==> config.mk <==
export PLATFORM = sky130hd
export DESIGN_NAME = cam_lru_scoreboard
export DESIGN_NICKNAME = d
export VERILOG_FILES = /design/src/rtl/cam_lru_scoreboard.sv
export SDC_FILE = /design/constraint.sdc
export NUM_CORES = 1
export LEC_CHECK = 0
export BUFFER_PORTS_ARGS = -buffer_cell sky130_fd_sc_hd__buf_2
export CAP_MARGIN = 20
export CORE_MARGIN = 2
export CORE_UTILIZATION = 60
export CTS_BUF_LIST = sky130_fd_sc_hd__clkbuf_16
export DETAILED_ROUTE_END_ITERATION = 10
export PLACE_DENSITY = 0.79
export SYNTH_ARGS = -nofsm -noshare
export SYNTH_HDL_FRONTEND = slang
export SYNTH_SLANG_ARGS = --single-unit
==> constraint.sdc <==
create_clock -name clk -period 14.6 [get_ports clk]
set_input_delay 2.19 -clock clk [delete_from_list [all_inputs] [get_ports clk]]
set_output_delay 2.19 -clock clk [all_outputs]
set_load 0.02 [all_outputs]
==> src/rtl/cam_lru_scoreboard.sv <==
// cam_lru_scoreboard
//   Reference scoreboard for the CAM grader. It keeps an LRU key/value model
//   of DEPTH entries and takes one monitored transaction per handshake. Each
//   READ is checked against the model. Errors are counted and the first one
//   is captured. Per-entry hit/evict coverage and back-to-back write/write
//   and write/read coverage are accumulated.
//
// Ports
//   clk, rst_n            clock (rising edge), async active-low reset
//   tr_valid / tr_ready   transaction handshake; ready only in IDLE
//   tr_type               0=RESET 1=WRITE 2=READ 3=illegal
//   tr_key, tr_wdata      key and write data
//   tr_rdata, tr_valid_o  DUT read response being checked
//   tr_ltime              DUT logical timestamp
//   err_pulse             one-cycle pulse per read error
//   err_count             saturating error count
//   first_err_*           sticky capture of the first error
//   cov_hits/cov_evicts   sticky per-entry hit / LRU-evict coverage
//   cov_ww/cov_wr         sticky back-to-back WRITE->WRITE / WRITE->READ
//
// state | meaning
// IDLE  | ready; a valid transaction is latched into l_*
// EXEC  | evaluate the latched transaction, commit on the closing edge
module cam_lru_scoreboard #(
  parameter int KEY_W  = 16,
  parameter int DATA_W = 16,
  parameter int DEPTH  = 8,
  parameter int ERR_W  = 16
) (
  input  logic              clk,
  input  logic              rst_n,
  input  logic              tr_valid,
  output logic              tr_ready,
  input  logic [1:0]        tr_type,
  input  logic [KEY_W-1:0]  tr_key,
  input  logic [DATA_W-1:0] tr_wdata,
  input  logic [DATA_W-1:0] tr_rdata,
  input  logic              tr_valid_o,
  input  logic [31:0]       tr_ltime,
  output logic              err_pulse,
  output logic [ERR_W-1:0]  err_count,
  output logic              first_err_valid,
  output logic [KEY_W-1:0]  first_err_key,
  output logic [31:0]       first_err_ltime,
  output logic [DEPTH-1:0]  cov_hits,
  output logic [DEPTH-1:0]  cov_evicts,
  output logic              cov_ww,
  output logic              cov_wr
);

  localparam int AW = $clog2(DEPTH);
  localparam logic [AW-1:0] AGE_MAX = AW'(DEPTH - 1);

  localparam logic [0:0] S_IDLE = 1'b0;
  localparam logic [0:0] S_EXEC = 1'b1;

  localparam logic [1:0] T_RESET = 2'd0;
  localparam logic [1:0] T_WRITE = 2'd1;
  localparam logic [1:0] T_READ  = 2'd2;

  logic [0:0]        state;

  logic [1:0]        l_type;
  logic [KEY_W-1:0]  l_key;
  logic [DATA_W-1:0] l_wdata;
  logic [DATA_W-1:0] l_rdata;
  logic              l_valid_o;
  logic [31:0]       l_ltime;

  logic [DEPTH-1:0]  ent_valid;
  logic [KEY_W-1:0]  ent_key [DEPTH];
  logic [DATA_W-1:0] ent_val [DEPTH];
  logic [AW-1:0]     ent_age [DEPTH];

  logic              h_valid;
  logic [1:0]        h_type;
  logic [KEY_W-1:0]  h_key;
  logic [DATA_W-1:0] h_wdata;
  logic [31:0]       h_ltime;

  assign tr_ready = (state == S_IDLE);

  // Lookup: descending scan so the lowest matching / free index wins.
  logic          hit, free;
  logic [AW-1:0] hit_idx, free_idx, vic_idx;

  always_comb begin
    hit      = 1'b0;
    free     = 1'b0;
    hit_idx  = '0;
    free_idx = '0;
    vic_idx  = '0;
    for (int i = DEPTH - 1; i >= 0; i--) begin
      if (ent_valid[i] && (ent_key[i] == l_key)) begin
        hit     = 1'b1;
        hit_idx = AW'(i);
      end
      if (!ent_valid[i]) begin
        free     = 1'b1;
        free_idx = AW'(i);
      end
      // Only consulted when every entry is valid, so stale ages never matter.
      if (ent_age[i] == AGE_MAX) vic_idx = AW'(i);
    end
  end

  // Next model contents for the latched transaction.
  logic [DEPTH-1:0]  nxt_valid;
  logic [KEY_W-1:0]  nxt_key [DEPTH];
  logic [DATA_W-1:0] nxt_val [DEPTH];
  logic [AW-1:0]     nxt_age [DEPTH];
  logic              touch_en, ins_en, do_err;
  logic [AW-1:0]     sel_idx;
  logic [DEPTH-1:0]  hit_set, evict_set;

  always_comb begin
    nxt_valid = ent_valid;
    nxt_key   = ent_key;
    nxt_val   = ent_val;
    nxt_age   = ent_age;
    touch_en  = 1'b0;
    ins_en    = 1'b0;
    do_err    = 1'b0;
    sel_idx   = '0;
    hit_set   = '0;
    evict_set = '0;
    case (l_type)
      T_RESET: nxt_valid = '0;
      T_WRITE: begin
        if (hit) begin
          touch_en         = 1'b1;
          sel_idx          = hit_idx;
          nxt_val[hit_idx] = l_wdata;
        end else if (free) begin
          ins_en  = 1'b1;
          sel_idx = free_idx;
        end else begin
          touch_en           = 1'b1;
          sel_idx            = vic_idx;
          nxt_key[vic_idx]   = l_key;
          nxt_val[vic_idx]   = l_wdata;
          evict_set[vic_idx] = 1'b1;
        end
      end
      T_READ: begin
        if (hit) begin
          touch_en         = 1'b1;
          sel_idx          = hit_idx;
          hit_set[hit_idx] = 1'b1;
          do_err           = !l_valid_o || (l_rdata != ent_val[hit_idx]);
        end else begin
          do_err = l_valid_o;
        end
      end
      default: ;
    endcase

    // Touch: entries younger than the touched one age by one.
    // Insert: every valid entry ages by one; the new entry is youngest.
    for (int i = 0; i < DEPTH; i++) begin
      if (touch_en && ent_valid[i] && (ent_age[i] < ent_age[sel_idx]))
        nxt_age[i] = ent_age[i] + 1'b1;
      if (ins_en && ent_valid[i])
        nxt_age[i] = ent_age[i] + 1'b1;
    end
    if (touch_en) nxt_age[sel_idx] = '0;
    if (ins_en) begin
      nxt_valid[sel_idx] = 1'b1;
      nxt_key[sel_idx]   = l_key;
      nxt_val[sel_idx]   = l_wdata;
      nxt_age[sel_idx]   = '0;
    end
  end

  // ltime + 1 wraps naturally in 32 bits, so 0xFFFFFFFF -> 0 qualifies.
  logic b2b, ww_evt, wr_evt;
  assign b2b    = h_valid && (h_type == T_WRITE) && (l_ltime == h_ltime + 32'd1);
  assign ww_evt = b2b && (l_type == T_WRITE) && (l_key == h_key) && (l_wdata != h_wdata);
  assign wr_evt = b2b && (l_type == T_READ) && (l_key == h_key);

  always_ff @(posedge clk or negedge rst_n) begin
    if (!rst_n) begin
      state           <= S_IDLE;
      l_type          <= '0;
      l_key           <= '0;
      l_wdata         <= '0;
      l_rdata         <= '0;
      l_valid_o       <= 1'b0;
      l_ltime         <= '0;
      ent_valid       <= '0;
      for (int i = 0; i < DEPTH; i++) begin
        ent_key[i] <= '0;
        ent_val[i] <= '0;
        ent_age[i] <= '0;
      end
      h_valid         <= 1'b0;
      h_type          <= '0;
      h_key           <= '0;
      h_wdata         <= '0;
      h_ltime         <= '0;
      err_pulse       <= 1'b0;
      err_count       <= '0;
      first_err_valid <= 1'b0;
      first_err_key   <= '0;
      first_err_ltime <= '0;
      cov_hits        <= '0;
      cov_evicts      <= '0;
      cov_ww          <= 1'b0;
      cov_wr          <= 1'b0;
    end else begin
      err_pulse <= 1'b0;
      case (state)
        S_IDLE: begin
          if (tr_valid) begin
            l_type    <= tr_type;
            l_key     <= tr_key;
            l_wdata   <= tr_wdata;
            l_rdata   <= tr_rdata;
            l_valid_o <= tr_valid_o;
            l_ltime   <= tr_ltime;
            state     <= S_EXEC;
          end
        end
        default: begin
          ent_valid <= nxt_valid;
          ent_key   <= nxt_key;
          ent_val   <= nxt_val;
          ent_age   <= nxt_age;
          h_valid   <= 1'b1;
          h_type    <= l_type;
          h_key     <= l_key;
          h_wdata   <= l_wdata;
          h_ltime   <= l_ltime;
          cov_hits   <= cov_hits | hit_set;
          cov_evicts <= cov_evicts | evict_set;
          if (ww_evt) cov_ww <= 1'b1;
          if (wr_evt) cov_wr <= 1'b1;
          if (do_err) begin
            err_pulse <= 1'b1;
            if (err_count != '1) err_count <= err_count + 1'b1;
            if (!first_err_valid) begin
              first_err_valid <= 1'b1;
              first_err_key   <= l_key;
              first_err_ltime <= l_ltime;
            end
          end
          state <= S_IDLE;
        end
      endcase
    end
  end

endmodule

Word-level counts from Yosys, hierarchy flattened
Index checks and enable logic that the tools add are counted.

Add/sub/neg operators: 10. Muxes and demuxes: 115. Div/mod/pow operators: 0. Multiply operators: 0. Order comparisons: 20. Eq/ne operators: 24. Shift operators: 0. Bitwise logic cells: 11. Reduce and logical (&&, ||, !) cells: 54.

Operators with widths (count): $mux 128 (8); $bwmux 128 (5); $demux 16 s3 (3); $eq 16x16->1 (9); $mux 3 (46); $mux 16 (5); $mux 8 (7); $and 24x24->24 (2); $bmux 16 s3 (1); $mux 24 (2); $logic_and 1x1->1 (45); $add 32x1->32 const B (1); $eq 32x32->1 (1); $ne 16x16->1 (2); $mux 1 (31); $add 3x1->3 const B (8); $eq 3x3->1 const B (8); $lt 3x3->1 (8); $not 24->24 (1); $or 8x8->8 (3); $add 16x1->16 const B (1); $ne 16x16->1 const B (1); $ge 4x4->1 const B (3); $lt 3x4->1 const B (3); other kinds (16) (30).

Output and inout port bits: 85. Latch bits: 0. Register bits after elaboration: 523. Memories: 0. Logic and storage cells: 280. Bits of input ports: 86. Bits in read-only memories: 0. Memory bits (writable): 0.

Depth between registers and ports, before layout
Depth after elaboration: 24. Depth in mapped cells: 20. Mapped depth without buffers: 18.

Worst setup path after synthesis
Ideal clock, no wire load.

Path type: register -> register. From: register l_key[9]. To: register ent_age[0] (netlist name). Required time: 14.475 ns. Slack: 9.644 ns. Clock period less this slack: 4.956 ns. Setup time: 0.125 ns. Buffers on the path: 3. Arrival: 4.831 ns. Stages on the path, launching flop included: 20. Cells stage by stage: dfrtp_1 > buf_2 > xor2_1 > or4_1 > or4_1 > o22ai_2 > buf_4 > buf_4 > nor2_1 > o211a_1 > o31ai_1 > nand3_1 > o22ai_1 > nor4_1 > o21ai_0 > ha_1 > inv_1 > o41ai_1 > a311o_1 > mux2_2.

Cells in the longest elaborated chain, start to end: 24. Elaborated cells on any way between the ends: 60. Classes of those cells: order compare: 3; eq/ne: 8; mux: 33; bitwise: 4; reduce/logical: 12.

Ends and longest elaborated chain: start, declared (RTL line 64) `logic [KEY_W-1:0] l_key;`; start signal, assigned (RTL line 216) `l_key <= tr_key;`; $eq 16x16->1 (RTL line 94) `if (ent_valid[i] && (ent_key[i] == l_key)) begin`; $logic_and 1x1->1 (RTL line 94); $mux 3 or $mux 1 (tied branches) (8 in series) (RTL line 94); $mux 3, on equally long branches (RTL line 146, 130); $pmux 3 s2 (RTL line 127) `case (l_type)`; $not 3->4 (implied by the code) (RTL line 161, 166, 171); $bmux 3 s3 (RTL line 161) `if (touch_en && ent_valid[i] && (ent_age[i] < ent_age[sel_idx]))`; $mux 3 (implied by the code) (2 in series) (RTL line 161); $lt 3x3->1 (RTL line 161); $logic_and 1x1->1 (RTL line 161); $mux 3 (RTL line 161); $mux 3 (RTL line 163) `if (ins_en && ent_valid[i])`; $and 24x24->24 (no line); $mux 24 (RTL line 166) `if (touch_en) nxt_age[sel_idx] = '0;`; $and 24x24->24 (no line); $mux 24 * (RTL line 167) `if (ins_en) begin`; end signal, assigned (RTL line 228) `ent_age <= nxt_age;`; end, declared (RTL line 73) `logic [AW-1:0] ent_age [DEPTH];`.

Every way passes the cells marked *; elsewhere a longest branch is shown, timed or not. The select of a mux whose other input is x is not followed. A chain may end at the register's enable or synchronous reset.

Worst setup path in the final report
From: register l_key[5]. To: register first_err_ltime[5].

Cells in the longest elaborated chain, start to end: 19. Elaborated cells on any way between the ends: 41. Classes of those cells: eq/ne: 9; mux: 21; bitwise: 1; reduce/logical: 10.

Ends and longest elaborated chain: $eq 16x16->1 (RTL line 94); $logic_and 1x1->1 (RTL line 94); $mux 3 (8 in series) (RTL line 94); $not 3->4 (implied by the code) (RTL line 150) `do_err = !l_valid_o || (l_rdata != ent_val[hit_idx]);`; $bmux 16 s3 (RTL line 150); $mux 16 (implied by the code) (2 in series) (RTL line 150); $ne 16x16->1 (RTL line 150); $logic_or 1x1->1 (RTL line 150); $mux 1 * (RTL line 146) `if (hit) begin`; $mux 1 * (RTL line 127); $reduce_and 3->1 (no line) *; end signal, assigned (RTL line 244) `first_err_ltime <= l_ltime;`; end, declared (RTL line 44) `output logic [31:0] first_err_ltime,`.

Marked as above.

==> reports/qor.yml <==
r2r_slack_ns: 7.89
ios: 171
grt_pass1_wl_um: 107000
synth_top_area_share_pct: 49.9
synth-seq-cells: 523
grt_max_degree: 122
r2r_end: "first_err_ltime[5]$_DFFE_PN0P_"
ys_types: 78
seqPwrFrac_pct: 45.9
p_int_mw: 2.82
power.total_mw: 4.05
cap_violations: 0
synth_most_common_cell: "dfrtp_1"
p_leak_nw: 13.5
cts-root-buf: "clkbuf_16"
numClockSinks: 523
drt_wl_total_um: 68400
vias_per_cell: 6.26
synth-main-ff-cell: "dfrtp_1"
drt_pre_antenna_iters: 6
yosys.area.top_type: "dfrtp_1"
power_density_mw_per_mm2: 137
slew_viol_final: 0
period_share_pct: 45.9
pre_cts_slack_ns: 7.98
antenna_found_initial: 0
path_clk_slew_ns: 0.06
reg2reg_from: "l_key[5]$_DFFE_PN0P_"
dp_hpwl_um: 46300
hp-class: "reg2reg"
finalCriticalPeriod_ns: 6.71
worstMarginPinSlew_ns: 1.17
reg2regPathDepth: 17
grt-ovfl-total: 0
maxSlewHeadroom_pct: 21.7
ir_worst_vdd_mv: 0.153
dr_total_vias: 18700
endpoint: "first_err_ltime[5]$_DFFE_PN0P_"
synth_common_cells: "523 x dfrtp_1, 435 x mux2_2, 160 x xnor2_1"
fin_hold_ws_ns: 0.452
h-tree-depth: 2
cts_buffers: 54
drt-initial-drc-count: 1611
ctsResizeCount: 0
die_height_um: 213
rsz0062_at_grt: "no"
ys_async_sr_fraction_pct: 100
start_kind: "flip-flop"
syn2layout_area_growth_pct: 12.3
setup_violations: 0
start_util_pct: 60.9
avgRoutedWirePerCell_um: 22.9
status: "complete, no violations"
setup_slack_ns: 7.89
cts_tree: "done"
drc: 0
hold_viol: 0
switchingPower_mw: 1.23
coreArea_mm2: 0.0431
die_w_um: 213
dieArea_mm2: 0.0454
skew_ns: 0.0294
drive_gt1_share_pct: 32.4
io_buffer_count: 170
setup_tns_ns: 0
fin_nets: 2473
power_frac_clock_pct: 33.5
syn_area_per_cell_um2: 11.8
crit_required_ns: 15.09
yosys_warnings: 0
crit_start: "l_key[5]$_DFFE_PN0P_"
synth_edf_count: 0
num_rows: 76
swShare_pct: 30.4
syn_area_mm2: 0.0262
synth_cells: 2214
ant_nets: 0
grt_pass1_vias: 19100
critPathKind: "reg2reg"
grtUsageTotal_pct: 30.5
place_congestion: 0.947
worstPathArrival_ns: 7.19
pwr-share-comb_pct: 20.6
cts_hold_buf: 0
insertion_delay_ns: 0.62
clk_path_buf_depth: 3
syn_nets: 2329
end_kind: "flip-flop"
path_max_fanout: 48
yosysSeqAreaShare_pct: 49.9
post_cts_buffers: 0
fmax_ghz: 0.149
synth_area_leaders: "dfrtp_1 50%, mux2_2 19%, xnor2_1 5.3%"
## flip-flops by register name, indices dropped and copies added, names as in the netlist, 24 cells and up
name	cells
ent_key	128
ent_val	128
first_err_ltime	32
h_ltime	32
l_ltime	32
ent_age	24
## placed cells by master (no fill, tap or decap), drive strengths merged, types with 55 or more instances in the layout
cell    instances
nor2          110
nand4          57
nand2         104
mux2          455
buf           220
clkbuf         55
xnor2         160
dfrtp         523
xor2           69
## worst max-delay path: stages (launching register included)
cell	delay (ns)
dfrtp_1	0.94
xor2_1	0.17
or4b_1	0.59
or4_1	0.48
o22a_1	0.21
buf_4	0.22
a31oi_2	0.79
buf_4	0.36
nor2_1	0.06
or3_1	0.39
nor3b_1	0.15
mux4_2	0.47
o2111ai_1	0.19
nor4_4	0.08
buf_4	0.21
nor3_4	0.13
buf_4	0.62
mux2_2	0.43
## stage by stage
step	utilization [%]	std cells	cell area (um^2)
6_report	68.4	2989	29500
5_1_grt	68.4	2987	29400
3_3_place_gp	64.0	2879	27600
3_5_place_dp	64.1	2881	27600
2_1_floorplan	-	2214	26200
4_1_cts	68.1	2981	29300
## worst min-delay path by stage
stage,startpoint,endpoint,slack (ns),cells after the start
2_1_floorplan,h_valid$_DFFE_PN0P_,h_valid$_DFFE_PN0P_,0.44,1
3_3_place_gp,cov_hits[5]$_DFFE_PN0P_,cov_hits[5]$_DFFE_PN0P_,0.44,1
3_5_place_dp,cov_evicts[2]$_DFFE_PN0P_,cov_evicts[2]$_DFFE_PN0P_,0.44,1
4_1_cts,cov_evicts[2]$_DFFE_PN0P_,cov_evicts[2]$_DFFE_PN0P_,0.45,1
5_1_grt,cov_hits[5]$_DFFE_PN0P_,cov_hits[5]$_DFFE_PN0P_,0.48,1
6_report,cov_evicts[2]$_DFFE_PN0P_,cov_evicts[2]$_DFFE_PN0P_,0.45,1
## routing by layer
metal  routed length [um]  GRT usage (%)
met5                    0              0
met4                 2340           11.8
met3                 4190           4.47
met2                33200           49.9
met1                28700           41.1
## area by class of cell
type,count,area (um^2)
fillers,3068,13600
flip-flops and latches,523,13100
multi-input cells,1524,12500
clock buffers,55,1380
repair buffers,220,1310
well taps,585,732
clock inverters,45,344
inverters,35,131
diodes,2,5.00
## kinds of logic (layout without fill, tap and decap cells)
kind of cell,after synthesis,in the layout,synth area share [%]
multiplexers,469,469,20.4
AO/OA/AOI/OAI,279,279,7.49
buffers and inverters,167,355,2.64
AND/OR/NAND/NOR,518,518,10.5
XOR/XNOR,229,229,7.65
other,0,2,0
flip-flops,523,523,49.9
adder cells (fa/ha/maj),29,29,1.38
## power groups by stage
stage / clock, mW / combinational, mW / sequential [mW]
2_1_floorplan: 0 / 0.537 / 1.87
3_3_place_gp: 0 / 0.796 / 1.87
3_5_place_dp: 0 / 0.822 / 1.88
4_1_cts: 1.37 / 0.832 / 1.86
5_1_grt: 1.43 / 0.901 / 1.89
6_report: 1.36 / 0.834 / 1.86
No activity file was read; power rests on OpenSTA's default activity.
